$ cat src/rtl/apb_master_bridge.sv
`default_nettype none
// ============================================================================
//  Module   : apb_master_bridge
//  Purpose  : APB initiator. Turns a valid/ready command port into APB
//             SETUP/ACCESS bus cycles and returns a one-cycle response with
//             read data, or an error when the slave stalls for too long.
//  Revision : 1.0 - initial release
// ----------------------------------------------------------------------------
//  Ports
//    clk        in   1    clock, all logic on posedge
//    rst        in   1    asynchronous reset, active low (0 = in reset)
//    cmd_valid  in   1    command request
//    cmd_ready  out  1    command accepted on cmd_valid & cmd_ready
//    cmd_write  in   1    1 = write, 0 = read
//    cmd_addr   in   AW   target address
//    cmd_wdata  in   DW   write data
//    rsp_valid  out  1    one-cycle pulse: transfer finished
//    rsp_err    out  1    qualifies rsp_valid: 1 = wait-state timeout
//    rsp_rdata  out  DW   read data, valid with rsp_valid
//    sel        out  1    APB select
//    enable     out  1    APB enable (ACCESS phase)
//    w_en       out  1    APB write strobe
//    add        out  AW   APB address
//    data_in    out  DW   APB write data
//    data_out   in   DW   APB read data
//    ready      in   1    APB slave ready
// ============================================================================
module apb_master_bridge #(
    parameter int AW      = 8,
    parameter int DW      = 8,
    parameter int TIMEOUT = 16
) (
    input  logic          clk,
    input  logic          rst,
    input  logic          cmd_valid,
    output logic          cmd_ready,
    input  logic          cmd_write,
    input  logic [AW-1:0] cmd_addr,
    input  logic [DW-1:0] cmd_wdata,
    output logic          rsp_valid,
    output logic          rsp_err,
    output logic [DW-1:0] rsp_rdata,
    output logic          sel,
    output logic          enable,
    output logic          w_en,
    output logic [AW-1:0] add,
    output logic [DW-1:0] data_in,
    input  logic [DW-1:0] data_out,
    input  logic          ready
);

    // Counter is at least one bit wide so TIMEOUT=0 still elaborates cleanly.
    localparam int c_CNT_W = (TIMEOUT > 0) ? $clog2(TIMEOUT + 1) : 1;

    typedef enum logic [1:0] {
        S_IDLE   = 2'd0,
        S_SETUP  = 2'd1,
        S_ACCESS = 2'd2
    } state_t;

    state_t               r_state;
    state_t               w_state_nxt;

    logic                 r_sel,       w_sel_nxt;
    logic                 r_enable,    w_enable_nxt;
    logic                 r_w_en,      w_w_en_nxt;
    logic [AW-1:0]        r_add,       w_add_nxt;
    logic [DW-1:0]        r_data_in,   w_data_in_nxt;
    logic                 r_rsp_valid, w_rsp_valid_nxt;
    logic                 r_rsp_err,   w_rsp_err_nxt;
    logic [DW-1:0]        r_rsp_rdata, w_rsp_rdata_nxt;
    logic [c_CNT_W-1:0]   r_cnt,       w_cnt_nxt;

    logic                 w_accept;
    logic                 w_timeout_hit;

    // Reset holds cmd_ready low even though the state already reads IDLE.
    assign cmd_ready = rst && (r_state == S_IDLE);
    assign w_accept  = cmd_valid && cmd_ready;

    // The counter holds the number of stalled ACCESS edges already seen, so
    // hitting TIMEOUT-1 on a stalled edge means this is the TIMEOUT-th one.
    generate
        if (TIMEOUT > 0) begin : g_timeout
            localparam logic [c_CNT_W-1:0] c_TO_LAST = c_CNT_W'(TIMEOUT - 1);
            assign w_timeout_hit = (r_cnt == c_TO_LAST);
        end else begin : g_no_timeout
            assign w_timeout_hit = 1'b0;
        end
    endgenerate

    // ------------------------------------------------------------------
    // State and output registers
    // ------------------------------------------------------------------
    always_ff @(posedge clk or negedge rst) begin
        if (!rst) begin
            r_state     <= S_IDLE;
            r_sel       <= 1'b0;
            r_enable    <= 1'b0;
            r_w_en      <= 1'b0;
            r_add       <= '0;
            r_data_in   <= '0;
            r_rsp_valid <= 1'b0;
            r_rsp_err   <= 1'b0;
            r_rsp_rdata <= '0;
            r_cnt       <= '0;
        end else begin
            r_state     <= w_state_nxt;
            r_sel       <= w_sel_nxt;
            r_enable    <= w_enable_nxt;
            r_w_en      <= w_w_en_nxt;
            r_add       <= w_add_nxt;
            r_data_in   <= w_data_in_nxt;
            r_rsp_valid <= w_rsp_valid_nxt;
            r_rsp_err   <= w_rsp_err_nxt;
            r_rsp_rdata <= w_rsp_rdata_nxt;
            r_cnt       <= w_cnt_nxt;
        end
    end

    // ------------------------------------------------------------------
    // Next-state and next-output logic
    // ------------------------------------------------------------------
    always_comb begin
        // Bus address/data/strobe hold their last value between transfers;
        // the response is a pulse so it defaults low every cycle.
        w_state_nxt     = r_state;
        w_sel_nxt       = r_sel;
        w_enable_nxt    = r_enable;
        w_w_en_nxt      = r_w_en;
        w_add_nxt       = r_add;
        w_data_in_nxt   = r_data_in;
        w_rsp_valid_nxt = 1'b0;
        w_rsp_err_nxt   = 1'b0;
        w_rsp_rdata_nxt = r_rsp_rdata;
        w_cnt_nxt       = r_cnt;

        case (r_state)
            S_IDLE: begin
                if (w_accept) begin
                    w_state_nxt   = S_SETUP;
                    w_sel_nxt     = 1'b1;
                    w_enable_nxt  = 1'b0;
                    w_w_en_nxt    = cmd_write;
                    w_add_nxt     = cmd_addr;
                    w_data_in_nxt = cmd_wdata;
                end
            end

            S_SETUP: begin
                w_state_nxt  = S_ACCESS;
                w_enable_nxt = 1'b1;
                w_cnt_nxt    = '0;
            end

            S_ACCESS: begin
                if (ready) begin
                    // Completion takes priority over a coincident timeout.
                    w_state_nxt     = S_IDLE;
                    w_sel_nxt       = 1'b0;
                    w_enable_nxt    = 1'b0;
                    w_rsp_valid_nxt = 1'b1;
                    if (!r_w_en) begin
                        w_rsp_rdata_nxt = data_out;
                    end
                end else if (w_timeout_hit) begin
                    w_state_nxt     = S_IDLE;
                    w_sel_nxt       = 1'b0;
                    w_enable_nxt    = 1'b0;
                    w_rsp_valid_nxt = 1'b1;
                    w_rsp_err_nxt   = 1'b1;
                    w_rsp_rdata_nxt = '0;
                end else if (r_cnt != {c_CNT_W{1'b1}}) begin
                    w_cnt_nxt = r_cnt + 1'b1;
                end
            end

            default: begin
                w_state_nxt  = S_IDLE;
                w_sel_nxt    = 1'b0;
                w_enable_nxt = 1'b0;
            end
        endcase
    end

    assign sel       = r_sel;
    assign enable    = r_enable;
    assign w_en      = r_w_en;
    assign add       = r_add;
    assign data_in   = r_data_in;
    assign rsp_valid = r_rsp_valid;
    assign rsp_err   = r_rsp_err;
    assign rsp_rdata = r_rsp_rdata;

endmodule
`default_nettype wire

$ cat config.mk
export PLATFORM = sky130hd
export DESIGN_NAME = apb_master_bridge
export DESIGN_NICKNAME = d
export VERILOG_FILES = /design/src/rtl/apb_master_bridge.sv
export SDC_FILE = /design/constraint.sdc
export NUM_CORES = 1
export LEC_CHECK = 0
export ABC_AREA = 1
export CORE_ASPECT_RATIO = 1.75
export CORE_MARGIN = 5
export CORE_UTILIZATION = 44
export CTS_BUF_LIST = sky130_fd_sc_hd__clkbuf_8
export DETAILED_ROUTE_END_ITERATION = 8
export GPL_ROUTABILITY_DRIVEN = 0
export PLACE_DENSITY = 0.91
export SYNTH_ARGS = -nofsm -noshare
export SYNTH_HDL_FRONTEND = slang
export SYNTH_SLANG_ARGS = --single-unit
$ cat constraint.sdc
create_clock -name clk -period 2.2 [get_ports clk]
set_input_delay 0.66 -clock clk [delete_from_list [all_inputs] [get_ports clk]]
set_output_delay 0.66 -clock clk [all_outputs]
set_load 0.02 [all_outputs]
## Word level (Yosys, flattened, before mapping)

Index checks and enable logic that the tools add are counted.

| cells by class | value |
|---|---|
| add/sub/neg operators | 1 |
| $mul | 0 |
| div/mod/pow operators | 0 |
| magnitude comparators | 0 |
| eq/ne operators | 10 |
| shift-type cells | 0 |
| multiplexer cells | 22 |
| bitwise operators | 1 |
| reduce and logical (&&, ||, !) cells | 10 |

Operators by type and width:

| cell | number |
|---|---|
| 8-bit two-way mux | 3 |
| 5-bit two-way mux | 3 |
| 2-bit != test, second input constant | 5 |
| 5-bit one-hot mux with 2 select lines | 1 |
| 1-bit two-way mux | 9 |
| 2-bit two-way mux | 3 |
| 1-bit one-hot mux with 3 select lines | 2 |
| 2-bit one-hot mux with 3 select lines | 1 |
| 3-bit AND reduction | 2 |
| 5-bit by 1-bit adder with 5-bit output, second input constant | 1 |
| 5-bit by 4-bit == test with 1-bit output, second input constant | 1 |
| 5-bit != test, second input constant | 1 |
| 2-bit AND reduction | 2 |
| 4-bit AND reduction | 1 |
| 2-bit nonzero test | 2 |
| 3-bit != test, second input constant | 1 |
| 2-bit by 1-bit == test with 1-bit output, second input constant | 1 |
| 2-bit == test, second input constant | 1 |
| 1-bit logical AND | 2 |
| 2-bit logical NOT | 1 |
| 1-bit NOT | 1 |

| word-level totals | value |
|---|---|
| register bits | 36 |
| latch bits | 0 |
| RAM bits | 0 |
| bits in read-only memories | 0 |
| output and inout bits | 30 |
| memories kept | 0 |

## Depth between registers and ports, before layout

| depth | value |
|---|---|
| depth after elaboration | 5 |
| mapped depth | 9 |

## Worst setup path before layout

No wires, ideal clock.

| path | value |
|---|---|
| kind | input to output |
| start point | input rst |
| end point | output cmd_ready |
| data arrival time | 0.986 ns |
| required time | 1.540 ns |
| slack | 0.554 ns |
| stages on the path | 1 |
| path buffers | 0 |
| path through | nor3b_4 |

| between the ends | value |
|---|---|
| word-level cells in the longest chain between the ends | 1 |

Ends and longest elaborated chain:

| what | RTL line | text |
|---|---|---|
| start: declaration | 34 | `input logic rst,` |
| 1-bit logical AND | 78 | `assign cmd_ready = rst && (r_state == S_IDLE);` |
| end: declaration | 36 | `output logic cmd_ready,` |

Every way passes these cells.

==> impl_metrics.tcl <==
set metrics [dict create \
    antenna_found_initial 0 \
    synth_warnings 0 \
    synth_enable_flop_cells 0 \
    syn_avg_cell_area_um2 9.17 \
    via_per_inst 4.76 \
    finalMaxSlewViolations 0 \
    worstPathCellList "clkdlybuf4s50_1" \
    gr-total-overflow 0 \
    cp_slowest_stage_delay_ns 0.66 \
    post_dp_cell_area_um2 2120 \
    die_w_um 53.9 \
    max_freq_mhz 490 \
    drv_cap 0 \
    io_pins 59 \
    cts_hold_buffers 0 \
    drt_iter0_drc 16 \
    seqPwrFrac 0.432 \
    setup-violations-final 0 \
    final_common_cell "nand2_1" \
    postSynthCellCount 162 \
    drive_gt1_frac 0.0746 \
    grt_max_degree 36 \
    relSlewSlack 0.494 \
    grt_usage 0.167 \
    cts-buffers-inserted 5 \
    nets 259 \
    startpoint_type "register" \
    die_area_um2 4680 \
    ys_types 18 \
    combPwrFrac 0.362 \
    drt_wl_total_um 3470 \
    endpoint_kind "primary output" \
    postRouteAntennaNets 0 \
    drc 0 \
    cp_max_fo 5 \
    fin_skew_ns 0.00362 \
    hold_path_class "in -> async" \
    cts_setup_buffers 0 \
    clk_latency_ns 0.28 \
    htreeDepth 2 \
    cts_root_buf "clkbuf_8" \
    hold_violations 0 \
    initial_core_util 0.446 \
    rsz0062_at_grt "no" \
    whs_ns 0.443 \
    period_minus_slack_ns 2.04 \
    area_delta_synth_final_pct 48.0 \
    ys.flop_type "dfrtp_1" \
    core_um2 3330 \
    utilization 0.661 \
    path_buf_inv 1 \
    period_share 0.928 \
    max_slew.worst_pin.slew_ns 0.751 \
    power_density_nw_per_um2 934 \
    syn-num-nets 194 \
    cts.repair.resized 1 \
    ys_ff_latch 35 \
    antenna_cells 0 \
    cts_tree "done" \
    drt-wirelength-per-cell_um 12.7 \
    io_buffers 58 \
    cpMaxStageDelayCell "clkdlybuf4s50_1" \
    most-common-layout-cells "74 x nand2_1, 56 x clkdlybuf4s50_1, 35 x dfrtp_1" \
    power_frac_clock 0.207 \
    critical_path_class "reg -> out" \
    grt_pass1_wl_um 5580 \
    switching_share 0.340 \
    die_h_um 86.9 \
    total_power_mw 2.05 \
    cp_top_family "buffers and inverters" \
    yosysSeqAreaShare 0.590 \
    p_switching_mw 0.698 \
    clkTransAtPathRegs_ns 0.06 \
    required_ns 1.54 \
    first_global_vias 1305 \
    clockBufferDepth 2 \
    hpwl_um 2660 \
    status "completed" \
    cellLeakagePower_nw 1.08 \
    crit_arrival_ns 1.38 \
    p_int_mw 1.36 \
    num_vias 1300 \
    final_cell_area_um2 2200 \
    worst_ir_drop_vdd_uv 712 \
    syn_area_um2 1490 \
    clock_sinks 35 \
    row_count 28 \
    first_pass_iters 4 \
    async_reset_ff_frac 1.00 \
]
stage by stage:
stage	setup TNS, ns	worst slack [ns]	instances
final	0	0.158	273
after global routing	0	0.0196	273
after CTS	0	0.145	273
after detailed placement	-0.0727	-0.0727	265
after global placement	-0.0500	-0.0500	265
after floorplan	0	0.554	162
logic make-up (layout without fill, tap and decap cells):
logic type,count (synthesis),in the layout,share of synthesized area
buffers and inverters,11,77,0.0379
adders and majority gates,3,3,0.0253
AOI/OAI and AO/OA,12,12,0.0404
and+or+nand+nor,101,101,0.307
DFF,35,35,0.590
flip-flops by register name, indices dropped and copies added (netlist names):
| register | flops |
|---|---|
| w_en | 1 |
| rsp_rdata | 8 |
| sel | 1 |
| data_in | 8 |
| r_cnt | 5 |
| rsp_valid | 1 |
| r_state | 2 |
| rsp_err | 1 |
| add | 8 |
power groups by stage:
| stage | Sequential, mW | Combinational, mW | Clock (mW) |
|---|---|---|---|
| after CTS | 0.888 | 0.754 | 0.438 |
| after global routing | 0.905 | 0.800 | 0.467 |
| after detailed placement | 0.897 | 0.755 | 0 |
| after global placement | 0.893 | 0.733 | 0 |
| final | 0.886 | 0.743 | 0.425 |
| after floorplan | 1.06 | 0.193 | 0 |
cell type report:
type	instances	area [µm²]
well taps	45	56.3
inverters	8	35.0
repair buffers	61	597
clock inverters	3	12.5
multi-input cells	116	553
clock buffers	5	68.8
flip-flops and latches	35	876
fillers	268	1130
layer usage:
metal  global-route usage  part of all wire
met5                    0                 0
met4                0.119             0.031
met3               0.0480             0.071
met2                0.292              0.53
met1                0.156              0.37
synthesized netlist by cell type, types with 2 or more instances:
cell,count,area [µm²]
o21ai_0,12,60.1
nand2_1,74,278
nand4_1,9,56.3
ha_1,3,37.5
nor2_1,4,15.0
inv_1,7,26.3
buf_2,2,10.0
nand3_1,7,35.0
dfrtp_1,35,876
worst reg2reg max path: stages (launching register included):
cell and delay (ns):
dfrtp_1 0.41, ha_1 0.23, nand2_1 0.08, nor2_1 0.06
ha_1 0.20, o21ai_0 0.60, o21ai_0 0.17, nand2_1 0.10
final timing paths:
check,start,slack [ns],to,cells past startpoint
min,rst,0.44,rsp_err$_DFF_PN0_,2
max,r_state[1]$_DFFE_PN0P_,0.16,enable,1
min reg2reg,sel$_DFFE_PN0P_,0.48,sel$_DFFE_PN0P_,2
max in group asynchronous,rst,1.45,rsp_rdata[5]$_DFFE_PN0P_,2
max reg2reg,r_cnt[0]$_DFFE_PN0P_,0.27,rsp_rdata[1]$_DFFE_PN0P_,7
min in group clk,sel$_DFFE_PN0P_,0.48,sel$_DFFE_PN0P_,2
(Power assumes the default switching activity.)
